### config.mk
export PLATFORM = sky130hd
export DESIGN_NAME = seq_alu
export DESIGN_NICKNAME = d
export VERILOG_FILES = /design/src/rtl/seq_alu.sv
export SDC_FILE = /design/constraint.sdc
export NUM_CORES = 1
export LEC_CHECK = 0
export CAP_MARGIN = 5
export CORE_UTILIZATION = 50
export DETAILED_ROUTE_END_ITERATION = 10
export PLACE_DENSITY = 0.76
export SYNTH_ARGS = -nofsm -noshare
export SYNTH_HDL_FRONTEND = slang
export SYNTH_SLANG_ARGS = --single-unit
### constraint.sdc
create_clock -name clk -period 5.6 [get_ports clk]
set_clock_uncertainty 0.2 [all_clocks]
set_input_delay 1.12 -clock clk [delete_from_list [all_inputs] [get_ports clk]]
set_output_delay 1.12 -clock clk [all_outputs]
set_load 0.1 [all_outputs]
### src/rtl/seq_alu.sv
// rtl/seq_alu.sv - registered ALU with start/busy/done handshake and iterative shift-add multiply
module seq_alu #(
    parameter int WIDTH  = 32,
    parameter bit MUL_EN = 1'b1
) (
    input  logic             clk,
    input  logic             rst,
    input  logic             start,
    input  logic [3:0]       op,
    input  logic [WIDTH-1:0] a,
    input  logic [WIDTH-1:0] b,
    output logic [WIDTH-1:0] result,
    output logic             carry_out,
    output logic             overflow,
    output logic             zero,
    output logic             busy,
    output logic             done
);
    localparam logic [3:0] OP_AND = 4'b0000;
    localparam logic [3:0] OP_OR  = 4'b0001;
    localparam logic [3:0] OP_ADD = 4'b0010;
    localparam logic [3:0] OP_SUB = 4'b0110;
    localparam logic [3:0] OP_SLT = 4'b0111;
    localparam logic [3:0] OP_NOR = 4'b1100;
    localparam logic [3:0] OP_MUL = 4'b1000;
    localparam int CW = $clog2(WIDTH + 1);

    typedef enum logic [1:0] {S_IDLE, S_EXEC, S_MUL, S_DONE} state_t;

    state_t state, state_next;

    logic [3:0]         op_q;
    logic [WIDTH-1:0]   a_q, b_q;
    logic [2*WIDTH-1:0] acc, acc_step;
    logic [CW-1:0]      cnt;
    logic               is_mul;

    logic               sub_op;
    logic [WIDTH-1:0]   b_eff;
    logic [WIDTH:0]     sum;
    logic               add_ovf;
    logic [WIDTH:0]     partial;
    logic [WIDTH-1:0]   alu_res;
    logic               alu_carry, alu_ovf;

    assign is_mul = MUL_EN && (op == OP_MUL);

    always_ff @(posedge clk) begin
        if (rst) begin
            state <= S_IDLE;
        end else begin
            state <= state_next;
        end
    end

    always_comb begin
        state_next = state;
        case (state)
            S_IDLE: if (start) state_next = is_mul ? S_MUL : S_EXEC;
            S_EXEC: state_next = S_DONE;
            S_MUL:  if (cnt == CW'(1)) state_next = S_DONE;
            S_DONE: state_next = S_IDLE;
            default: state_next = S_IDLE;
        endcase
    end

    always_comb begin
        busy = (state == S_EXEC) || (state == S_MUL);
        done = (state == S_DONE);
    end

    // SLT reuses the subtractor: sign of a-b corrected by signed overflow
    assign sub_op  = (op_q == OP_SUB) || (op_q == OP_SLT);
    assign b_eff   = sub_op ? ~b_q : b_q;
    assign sum     = {1'b0, a_q} + {1'b0, b_eff} + {{WIDTH{1'b0}}, sub_op};
    assign add_ovf = (a_q[WIDTH-1] == b_eff[WIDTH-1]) && (sum[WIDTH-1] != a_q[WIDTH-1]);

    always_comb begin
        alu_res   = '0;
        alu_carry = 1'b0;
        alu_ovf   = 1'b0;
        case (op_q)
            OP_AND: alu_res = a_q & b_q;
            OP_OR:  alu_res = a_q | b_q;
            OP_NOR: alu_res = ~(a_q | b_q);
            OP_ADD, OP_SUB: begin
                alu_res   = sum[WIDTH-1:0];
                alu_carry = sum[WIDTH];
                alu_ovf   = add_ovf;
            end
            OP_SLT: alu_res = {{(WIDTH-1){1'b0}}, sum[WIDTH-1] ^ add_ovf};
            default: alu_res = '0;
        endcase
    end

    // Accumulator holds {partial product, remaining multiplier bits}; shift right each step
    assign partial  = {1'b0, acc[2*WIDTH-1:WIDTH]} + (acc[0] ? {1'b0, a_q} : {(WIDTH+1){1'b0}});
    assign acc_step = {partial, acc[WIDTH-1:1]};

    always_ff @(posedge clk) begin
        if (rst) begin
            op_q      <= '0;
            a_q       <= '0;
            b_q       <= '0;
            acc       <= '0;
            cnt       <= '0;
            result    <= '0;
            carry_out <= 1'b0;
            overflow  <= 1'b0;
            zero      <= 1'b0;
        end else begin
            case (state)
                S_IDLE: begin
                    if (start) begin
                        op_q <= op;
                        a_q  <= a;
                        b_q  <= b;
                        acc  <= {{WIDTH{1'b0}}, b};
                        cnt  <= CW'(WIDTH);
                    end
                end
                S_EXEC: begin
                    result    <= alu_res;
                    carry_out <= alu_carry;
                    overflow  <= alu_ovf;
                    zero      <= (alu_res == '0);
                end
                S_MUL: begin
                    acc <= acc_step;
                    cnt <= cnt - CW'(1);
                    if (cnt == CW'(1)) begin
                        result    <= acc_step[WIDTH-1:0];
                        carry_out <= 1'b0;
                        overflow  <= |acc_step[2*WIDTH-1:WIDTH];
                        zero      <= (acc_step[WIDTH-1:0] == '0);
                    end
                end
                default: ;
            endcase
        end
    end
endmodule

-- Word-level counts from Yosys, hierarchy flattened
Cells that the tools add are included.
- add/sub/neg operators: 4
- equal/unequal tests: 14
- mux-type cells: 21
- bitwise gates (word level): 5
- reduce and logical (&&, ||, !) cells: 15
- operators with widths (cell ; count):
    32-bit case mux with 5 select lines ; 1
    64-bit case mux with 2 select lines ; 1
    32-bit 2-to-1 mux ; 3
    32-bit by 32-bit adder with 33-bit output ; 2
    32-bit zero test ; 2
    64-bit 2-to-1 mux ; 1
    32-bit NOT ; 2
    32-bit case mux with 2 select lines ; 1
    33-bit by 1-bit adder with 33-bit output ; 1
    32-bit AND ; 1
    32-bit bitwise OR ; 1
    32-bit OR reduction ; 1
    6-bit case mux with 2 select lines ; 1
    4-bit by 3-bit == test with 1-bit output, second input constant ; 2
    4-bit == test, second input constant ; 2
    2-bit case mux with 4 select lines ; 1
    2-bit AND reduction ; 4
    6-bit by 1-bit == test with 1-bit output, second input constant ; 1
    2-bit 2-to-1 mux ; 3
    6-bit 2-to-1 mux ; 1
    1-bit case mux with 2 select lines ; 3
    6-bit by 1-bit subtractor with 6-bit output, second input constant ; 1
    1-bit 2-to-1 mux ; 5
    2-bit == test, second input constant ; 2
    other kinds (14) ; 16
- register bits after elaboration: 175
- input bits: 71
- word-level logic and storage cells: 69

-- Depth between registers and ports, before layout
Gate-level depths: netlist (run 1).
- depth after elaboration: 11
- mapped depth: 18
- depth with buffers taken out: 16

-- Least setup slack after synthesis (run 1)
OpenSTA, ideal clock, no wires.
- kind: register to register
- from: register op_q[1]
- to: register zero
- setup time: 0.088 ns
- arrival: 4.398 ns
- data required time: 5.312 ns
- path slack: 0.914 ns
- stages on the path, launching flop included: 18
- clock period less this slack: 4.686 ns
- cells stage by stage: dfxtp_1 clkbuf_1 nor2b_1 nand2_1 buf_1 xnor2_1 ha_1 a211oi_1 o21ai_0 a41oi_1 o41ai_4 o21ai_0 o21ai_0 xor2_1 a221oi_1 o211ai_1 or4_1 o32ai_2
- longest elaborated chain between the ends: 11
- ends and longest elaborated chain (element ; line ; RTL):
    from (decl) ; 32 ; logic [3:0] op_q;
    from (signal assigned) ; 115 ; op_q <= op;
    4-bit by 3-bit == test with 1-bit output ; 73, 82 ;
    1-bit logical OR ; 73 ; assign sub_op = (op_q == OP_SUB) || (op_q == OP_SLT);
    32-bit 2-to-1 mux ; 74 ; assign b_eff = sub_op ? ~b_q : b_q;
    32-bit by 32-bit adder with 33-bit output ; 75 ; assign sum = {1'b0, a_q} + {1'b0, b_eff} + {{WIDTH{1'b0}}, sub_op};
    33-bit by 1-bit adder with 33-bit output ; 75 ;
    1-bit inequality test ; 76 ; assign add_ovf = (a_q[WIDTH-1] == b_eff[WIDTH-1]) && (sum[WIDTH-1] != a_q[WIDTH-1]);
    1-bit logical AND ; 76 ;
    1-bit XOR ; 91 ; OP_SLT: alu_res = {{(WIDTH-1){1'b0}}, sum[WIDTH-1] ^ add_ovf};
    32-bit case mux with 5 select lines * ; 82 ; case (op_q)
    32-bit zero test * ; 126 ; zero <= (alu_res == '0);
    1-bit case mux with 2 select lines * ; 112 ; case (state)
    to (signal assigned) ; 126 ;
    to (signal assigned) ; 135 ; zero <= (acc_step[WIDTH-1:0] == '0);
    to (decl) ; 15 ; output logic zero,
Mark *: on every way between the ends. The rest lies on a longest branch, timed or not.
A chain may end at the register's enable or synchronous reset.

-- Worst setup path in the final report (run 1)
- from: register op_q[3]
- to: register zero
The elaborated chain is that of the path after synthesis.

==> summary.txt, run 1 <==
Status
  – Status: completed

STA
  – RSZ-0062 raised after global routing: no
  – Actual slew at the worst max-slew pin: 1.02 ns
  – Final hold vios: 0
  – Worst Slack Setup Final: 0.516 ns
  – Slew headroom: 32.0%
  – Final TNS setup: 0 ns
  – Setup-failing EPs final: 0
  – Tmin final: 5.08 ns
  – Slew Limit Fails: 0
  – Final worst-path cycle share: 90.8%
  – Max Fclk: 197 MHz

Placed design
  – Port bufs: 107
  – RD Place Congestion: 0.927
  – Post-place setup slack: 0.630 ns
  – Final HPWL DP: 25,600 um

Floorplan
  – Cell Rows: 55
  – Core Area: 22,800 um2
  – Die height: 155 um
  – Die area: 24,200 um2
  – Top Ports: 108
  – Die width: 155 um
  – Initial Util: 51.6%

Synthesis
  – Compound-Gate Fraction of Synth Area: 24.7%
  – Simple-Gate Fraction of Synth Area: 22.6%
  – Post-synth EDFFs: 0
  – Post-synthesis mux area share: 1.20%
  – Synth Flop Type: dfxtp_1
  – Distinct cells, synth: 79
  – Post-Synth XOR/XNOR Area: 6.62%
  – FF+latch count, synth: 175
  – Largest family of logic cells by synthesized area: compound AO/OA/AOI/OAI gates
  – Area share of fa/ha/maj cells after synthesis: 10.5%
  – Async set-reset flop share out of synthesis: 0%
  – Syn. warnings: 0
  – Avg Cell Area, Syn: 7.56 um2
  – Sequential area share after synthesis: 29.7%
  – Post-Syn Area: 11,800 um2
  – Post-synthesis instance total: 1,559
  – Net count after synthesis: 1,704

Clocking
  – H-tree depth: 4
  – Clock root buffer master: clkbuf_16
  – Clock latency on the worst-skew pair: 0.45 ns
  – Cts bufs inserted: 17
  – Clock Sinks: 175
  – Post-CTS Setup Bufs: 0
  – CTS Hold Bufs: 0
  – CTS max path bufs: 2
  – Post_cts resized: 0
  – Worst-path clk slew: 0.08 ns
  – CTS tree: done

Final layout
  – Most common cell after layout, fill and taps aside: nand2_1
  – Nets: 1,745
  – Most frequent cells in the layout: 240 x nand2_1, 175 x dfxtp_1, 173 x a21oi_1
  – Fillers: 2,123
  – Share of layout cells above drive strength 1: 4.77%
  – Ant diodes: 0
  – P&R area growth vs syn: 15.1%

Min path
  – Worst hold path class: register to register

Critical path
  – Crit path kind: register to register
  – WP data arrival: 5.24 ns
  – Crit Path Max Fanout: 24
  – CP endpoint kind: register
  – WP data required: 5.76 ns
  – Worst setup SP type: register

Detailed routing
  – Drt total wl: 34,900 um
  – Via-to-Cell Ratio: 5.93
  – Initial DRC count: 1,009
  – # DRC: 0
  – TritonRoute pass-1 iters: 5
  – DRT antenna net count: 0
  – Vias: 11,400
  – WL/cell: 18.1 um

Flow run
  – Max Cap Violations: 0

Global routing
  – Vias in the first global route: 10,800
  – Grt total ovfl: 0
  – First-pass GRT wire length: 56,300 um
  – Largest net degree at the start of global routing: 84
  – Total GRT Usage: 29.1%
  – Initial antenna violation count: 0

Power
  – Leakage power: 5.39 nW
  – Areal power density over the cells: 428 nW/um2
  – VDD IR max: 0.519 mV
registers in the layout (all words and copies together) (netlist names):
name / flops
cnt: 6
acc: 64
carry_out: 1
result: 32
zero: 1
b_q: 32
state: 2
a_q: 32
overflow: 1
op_q: 4
critical path, stage by stage (launching register included):
cell	delay, ns
dfxtp_1	0.36
nor2b_1	0.23
nand2_1	0.34
buf_4	0.39
xnor2_1	0.19
ha_1	0.36
o21ai_0	0.14
o21ai_0	0.14
a41oi_1	0.34
o41ai_4	0.19
o21ai_0	0.44
o21ai_0	0.23
xor2_1	0.18
a221oi_1	0.33
o211ai_1	0.13
or4_1	0.55
o32ai_2	0.25
power by group:
part | leakage, nW | switching [mW] | internal, mW
sequential | 1.43 | 0.325 | 1.51
combinational | 3.68 | 1.87 | 0.893
clock | 0.288 | 0.602 | 0.602
cell families after synthesis:
group                    count (synthesis)
AND/OR/NAND/NOR                        589
AO/OA/AOI/OAI                          455
flip-flops                             175
buffers and inverters                  133
adder cells (fa/ha/maj)                104
XOR/XNOR                                89
multiplexers                            14
synth_stat cells (all sizes together), types with 16 or more instances:
cell type  number  area share, %
buf            17           0.76
xnor2          66            4.9
dfxtp         175             30
nand2         241            7.7
xor2           23            1.7
nor4           16           0.90
a21oi         175            7.5
a22oi          35            2.2
nor3           74            3.1
nor2          145            4.6
o22ai          34            1.9
o21ai          67            2.8
clkbuf         88            3.0
inv            28           0.89
nand4          16           0.85
and2           37            2.0
maj3           30            2.5
ha             72            7.6
a21o           27            1.7
stage by stage:
step / util [%] / area (um2) / hold WS, ns / power [mW] / instances
final: 59.3 / 13600 / 0.259 / 5.80 / 1926
after floorplan: - / 11800 / 0.236 / 3.80 / 1559
after detailed placement: 56.8 / 13000 / 0.244 / 4.56 / 1894
after global placement: 56.8 / 13000 / 0.243 / 4.53 / 1894
after CTS: 59.3 / 13600 / 0.260 / 5.78 / 1926
after global routing: 59.3 / 13600 / 0.267 / 6.12 / 1926
area by class of cell:
| class | instances | area (um2) | share of cell area (%) |
|---|---|---|---|
| well taps | 313 | 392 | 2.89 |
| repair buffers | 127 | 1220 | 8.99 |
| clock inverters | 14 | 163 | 1.20 |
| clock buffers | 18 | 429 | 3.17 |
| inverters | 28 | 105 | 0.775 |
| flip-flops and latches | 175 | 3500 | 25.8 |
| multi-input cells | 1251 | 7750 | 57.1 |
metal layers:
layer | routed length [um] | global-route usage, % | share of wire, % | up-vias
li1 | - | - | - | 5658
met1 | 16200 | 40.8 | 46 | 5256
met2 | 15300 | 46.0 | 44 | 453
met3 | 2790 | 4.62 | 8.0 | 45
met4 | 668 | 8.36 | 1.9 | 0
met5 | 0 | 0 | 0 | -
worst paths after layout:
kind	from	to	slack [ns]	cells after the start
worst max-delay path	op_q[3]$_SDFFE_PP0P_	zero$_SDFFE_PP0P_	0.52	16
worst min register to register	result[3]$_SDFFE_PP0P_	result[3]$_SDFFE_PP0P_	0.26	2
worst min-delay path	result[3]$_SDFFE_PP0P_	result[3]$_SDFFE_PP0P_	0.26	2
worst max register to register	op_q[3]$_SDFFE_PP0P_	zero$_SDFFE_PP0P_	0.52	16
Power figures use the tool's default switching activity.
==> inputs of run 2 (changes only) <==
--- a/config.mk
+++ b/config.mk
@@ -6,9 +6,10 @@
 export NUM_CORES = 1
 export LEC_CHECK = 0
 export CAP_MARGIN = 5
-export CORE_UTILIZATION = 50
+export CORE_ASPECT_RATIO = 1.4
+export CORE_UTILIZATION = 52
 export DETAILED_ROUTE_END_ITERATION = 10
-export PLACE_DENSITY = 0.76
+export PLACE_DENSITY = 0.78
 export SYNTH_ARGS = -nofsm -noshare
 export SYNTH_HDL_FRONTEND = slang
 export SYNTH_SLANG_ARGS = --single-unit
==> run 2 against run 1 <==
  * Register-to-register slack better by 0.06 ns
  * Critical endpoint is now overflow$_SDFFE_PP0P_
  * Largest cell class unchanged
  * Via count up 0.96%
  * Non-clock buffer count down 4
==> summary.txt, run 2 (same netlist as run 1, synthesis figures left out) <==
Final layout
  – Ant diodes: 0 (unchanged)
  – Biggest register: acc (unchanged)
  – Largest register FFs: 64 (unchanged)
  – Most frequent cells in the layout: 240 x nand2_1, 175 x dfxtp_1, 173 x a21oi_1 (unchanged)
  – Share of layout cells above drive strength 1: 4.47% (was 4.77%)
  – Nets: 1,741 (was 1,745)
  – Most common cell after layout, fill and taps aside: nand2_1 (unchanged)
  – Design Area, Final: 13,500 um2 (was 13,600 um2)
  – P&R area growth vs syn: 14.5% (was 15.1%)

Detailed routing
  – Initial DRC count: 912 (was 1,009)
  – Vias: 11,500 (was 11,400)
  – Drt total wl: 34,200 um (was 34,900 um)
  – WL/cell: 17.9 um (was 18.1 um)
  – # DRC: 0 (unchanged)
  – TritonRoute pass-1 iters: 8 (was 5)
  – DRT antenna net count: 0 (unchanged)
  – Via-to-Cell Ratio: 6.04 (was 5.93)

Clocking
  – CTS tree: done (unchanged)
  – Clock Sinks: 175 (unchanged)
  – Post_cts resized: 0 (unchanged)
  – CTS Hold Bufs: 0 (unchanged)
  – CTS max path bufs: 2 (unchanged)
  – Clock latency on the worst-skew pair: 0.44 ns (was 0.45 ns)
  – Clock root buffer master: clkbuf_16 (unchanged)
  – Worst-path clk slew: 0.06 ns (was 0.08 ns)
  – Cts bufs inserted: 17 (unchanged)
  – Post-CTS Setup Bufs: 0 (unchanged)
  – H-tree depth: 4 (unchanged)

Floorplan
  – Die area: 23,300 um2 (was 24,200 um2)
  – Initial Util: 53.5% (was 51.6%)
  – Die height: 180 um (was 155 um)
  – Top Ports: 108 (unchanged)
  – Die width: 129 um (was 155 um)
  – Core Area: 22,000 um2 (was 22,800 um2)
  – Cell Rows: 64 (was 55)

STA
  – Worst Slack Setup Final: 0.580 ns (was 0.516 ns)
  – RSZ-0062 raised after global routing: no (unchanged)
  – Actual slew at the worst max-slew pin: 1.23 ns (was 1.02 ns)
  – Final hold vios: 0 (unchanged)
  – Max Fclk: 199 MHz (was 197 MHz)
  – Final worst-path cycle share: 89.6% (was 90.8%)
  – Worst hold margin: 0.257 ns (was 0.259 ns)
  – Slew headroom: 17.7% (was 32.0%)
  – Final TNS setup: 0 ns (unchanged)
  – Tmin final: 5.02 ns (was 5.08 ns)
  – Setup-failing EPs final: 0 (unchanged)
  – Slew Limit Fails: 0 (unchanged)

Power
  – Leakage power: 5.35 nW (was 5.39 nW)
  – Sw Share: 47.3% (was 48.3%)
  – VDD IR max: 0.512 mV (was 0.519 mV)
  – P_sw: 2.72 mW (was 2.80 mW)
  – Sequential fraction of design power: 31.9% (was 31.6%)
  – Combinational power share: 48.0% (was 47.7%)
  – Clock share of power: 20.1% (was 20.7%)
  – Pint: 3.03 mW (was 3.00 mW)
  – Areal power density over the cells: 427 nW/um2 (was 428 nW/um2)

Critical path
  – WP data required: 5.68 ns (was 5.76 ns)
  – Critical path cell sequence: and2_1 > ha_1 > fa_1 > a21o_2 > a21oi_2 > xnor2_1 > or4_1 > or4_1 > nor4_2 > nand3b_1 > or4_1 > or4_1 > o41ai_2 > a311oi_1 (was nor2b_1 > nand2_1 > buf_4 > xnor2_1 > ha_1 > o21ai_0 > o21ai_0 > a41oi_1 > o41ai_4 > o21ai_0 > o21ai_0 > xor2_1 > a221oi_1 > o211ai_1 > or4_1 > o32ai_2)
  – Crit Path Max Fanout: 29 (was 24)
  – CP max-delay cell: dfxtp_1 (was or4_1)
  – CP bufs+invs: 0 (was 1)
  – WP data arrival: 5.10 ns (was 5.24 ns)
  – Worst setup SP type: register (unchanged)
  – CP endpoint kind: register (unchanged)
  – CP most frequent cell: or4_1 (was o21ai_0)
  – Top Family by Delay on Critical Path: simple AND/OR/NAND/NOR gates (was compound AO/OA/AOI/OAI gates)
  – Crit path kind: register to register (unchanged)
  – Worst path max stage delay: 0.61 ns (was 0.55 ns)

Placed design
  – Final HPWL DP: 25,000 um (was 25,600 um)
  – Dpl cell area: 12,900 um2 (was 13,000 um2)
  – Port bufs: 107 (unchanged)
  – Post-place setup slack: 0.651 ns (was 0.630 ns)
  – RD Place Congestion: 0.930 (was 0.927)

Global routing
  – First-pass GRT wire length: 55,500 um (was 56,300 um)
  – Grt total ovfl: 0 (unchanged)
  – Initial antenna violation count: 0 (unchanged)
  – Vias in the first global route: 10,900 (was 10,800)
  – Largest net degree at the start of global routing: 99 (was 84)
  – Total GRT Usage: 30.0% (was 29.1%)

Status
  – Status: completed (unchanged)

Min path
  – Worst hold path class: register to register (unchanged)

Flow run
  – Max Cap Violations: 0 (unchanged)
==> run 2: changes by cell type in the layout (fill, tap and decap cells not counted), moves of 2 or more <==
cell,before,now
buf_4,21,17
clkinvlp_4,0,4
clkinv_2,0,2
clkinv_8,4,0
clkbuf_8,0,2
inv_8,4,0
clkinv_4,3,1
==> run 2: through the flow <==
step	cells	total power, mW	utilization, %
after global placement	1874	4.53	58.7
after detailed placement	1874	4.56	58.7
after floorplan	1559	3.80	-
after CTS	1906	5.72	61.3
after global routing	1906	6.08	61.3
final	1906	5.76	61.3
==> run 2: routing by layer <==
| metal | GRT usage, % | wire [um] | vias up |
|---|---|---|---|
| li1 | - | - | 5661 |
| met1 | 38.8 | 14900 | 5355 |
| met2 | 48.5 | 16000 | 421 |
| met3 | 4.19 | 2030 | 84 |
| met4 | 14.3 | 1290 | 0 |
| met5 | 0 | 0 | - |
==> run 2: final cells by class <==
| cell class | instances | area (um2) |
|---|---|---|
| Clock buffer | 21 | 460 |
| Clock inverter | 11 | 105 |
| Fill cell | 2002 | 8530 |
| Inverter | 28 | 105 |
| Multi-Input combinational cell | 1251 | 7750 |
| Sequential cell | 175 | 3500 |
| Tap cell | 297 | 372 |
| Timing Repair Buffer | 123 | 1190 |
==> run 2: power by group through the flow <==
stage	Combinational, mW	Sequential, mW	Clock (mW)
4_1_cts	2.73	1.83	1.17
5_1_grt	2.98	1.87	1.23
6_report	2.76	1.83	1.16
2_1_floorplan	1.76	2.04	0
3_5_place_dp	2.70	1.85	0
3_3_place_gp	2.68	1.84	0
==> run 2: path summary, 6_finish.rpt <==
check                                             from                      to  slack, ns  cells after the start
worst max-delay path               acc[0]$_SDFFE_PP0P_   overflow$_SDFFE_PP0P_       0.58                     14
worst min-delay path            result[1]$_SDFFE_PP0P_  result[1]$_SDFFE_PP0P_       0.26                      2
worst max register to register     acc[0]$_SDFFE_PP0P_   overflow$_SDFFE_PP0P_       0.58                     14
worst min register to register  result[1]$_SDFFE_PP0P_  result[1]$_SDFFE_PP0P_       0.26                      2
==> run 2: worst reg2reg max path, stage by stage (launching register included) <==
cell      delay [ns]
dfxtp_1         0.61
and2_1          0.33
ha_1            0.22
fa_1            0.41
a21o_2          0.24
a21oi_2         0.15
xnor2_1         0.09
or4_1           0.50
or4_1           0.42
nor4_2          0.20
nand3b_1        0.17
or4_1           0.50
or4_1           0.52
o41ai_2         0.21
a311oi_1        0.12
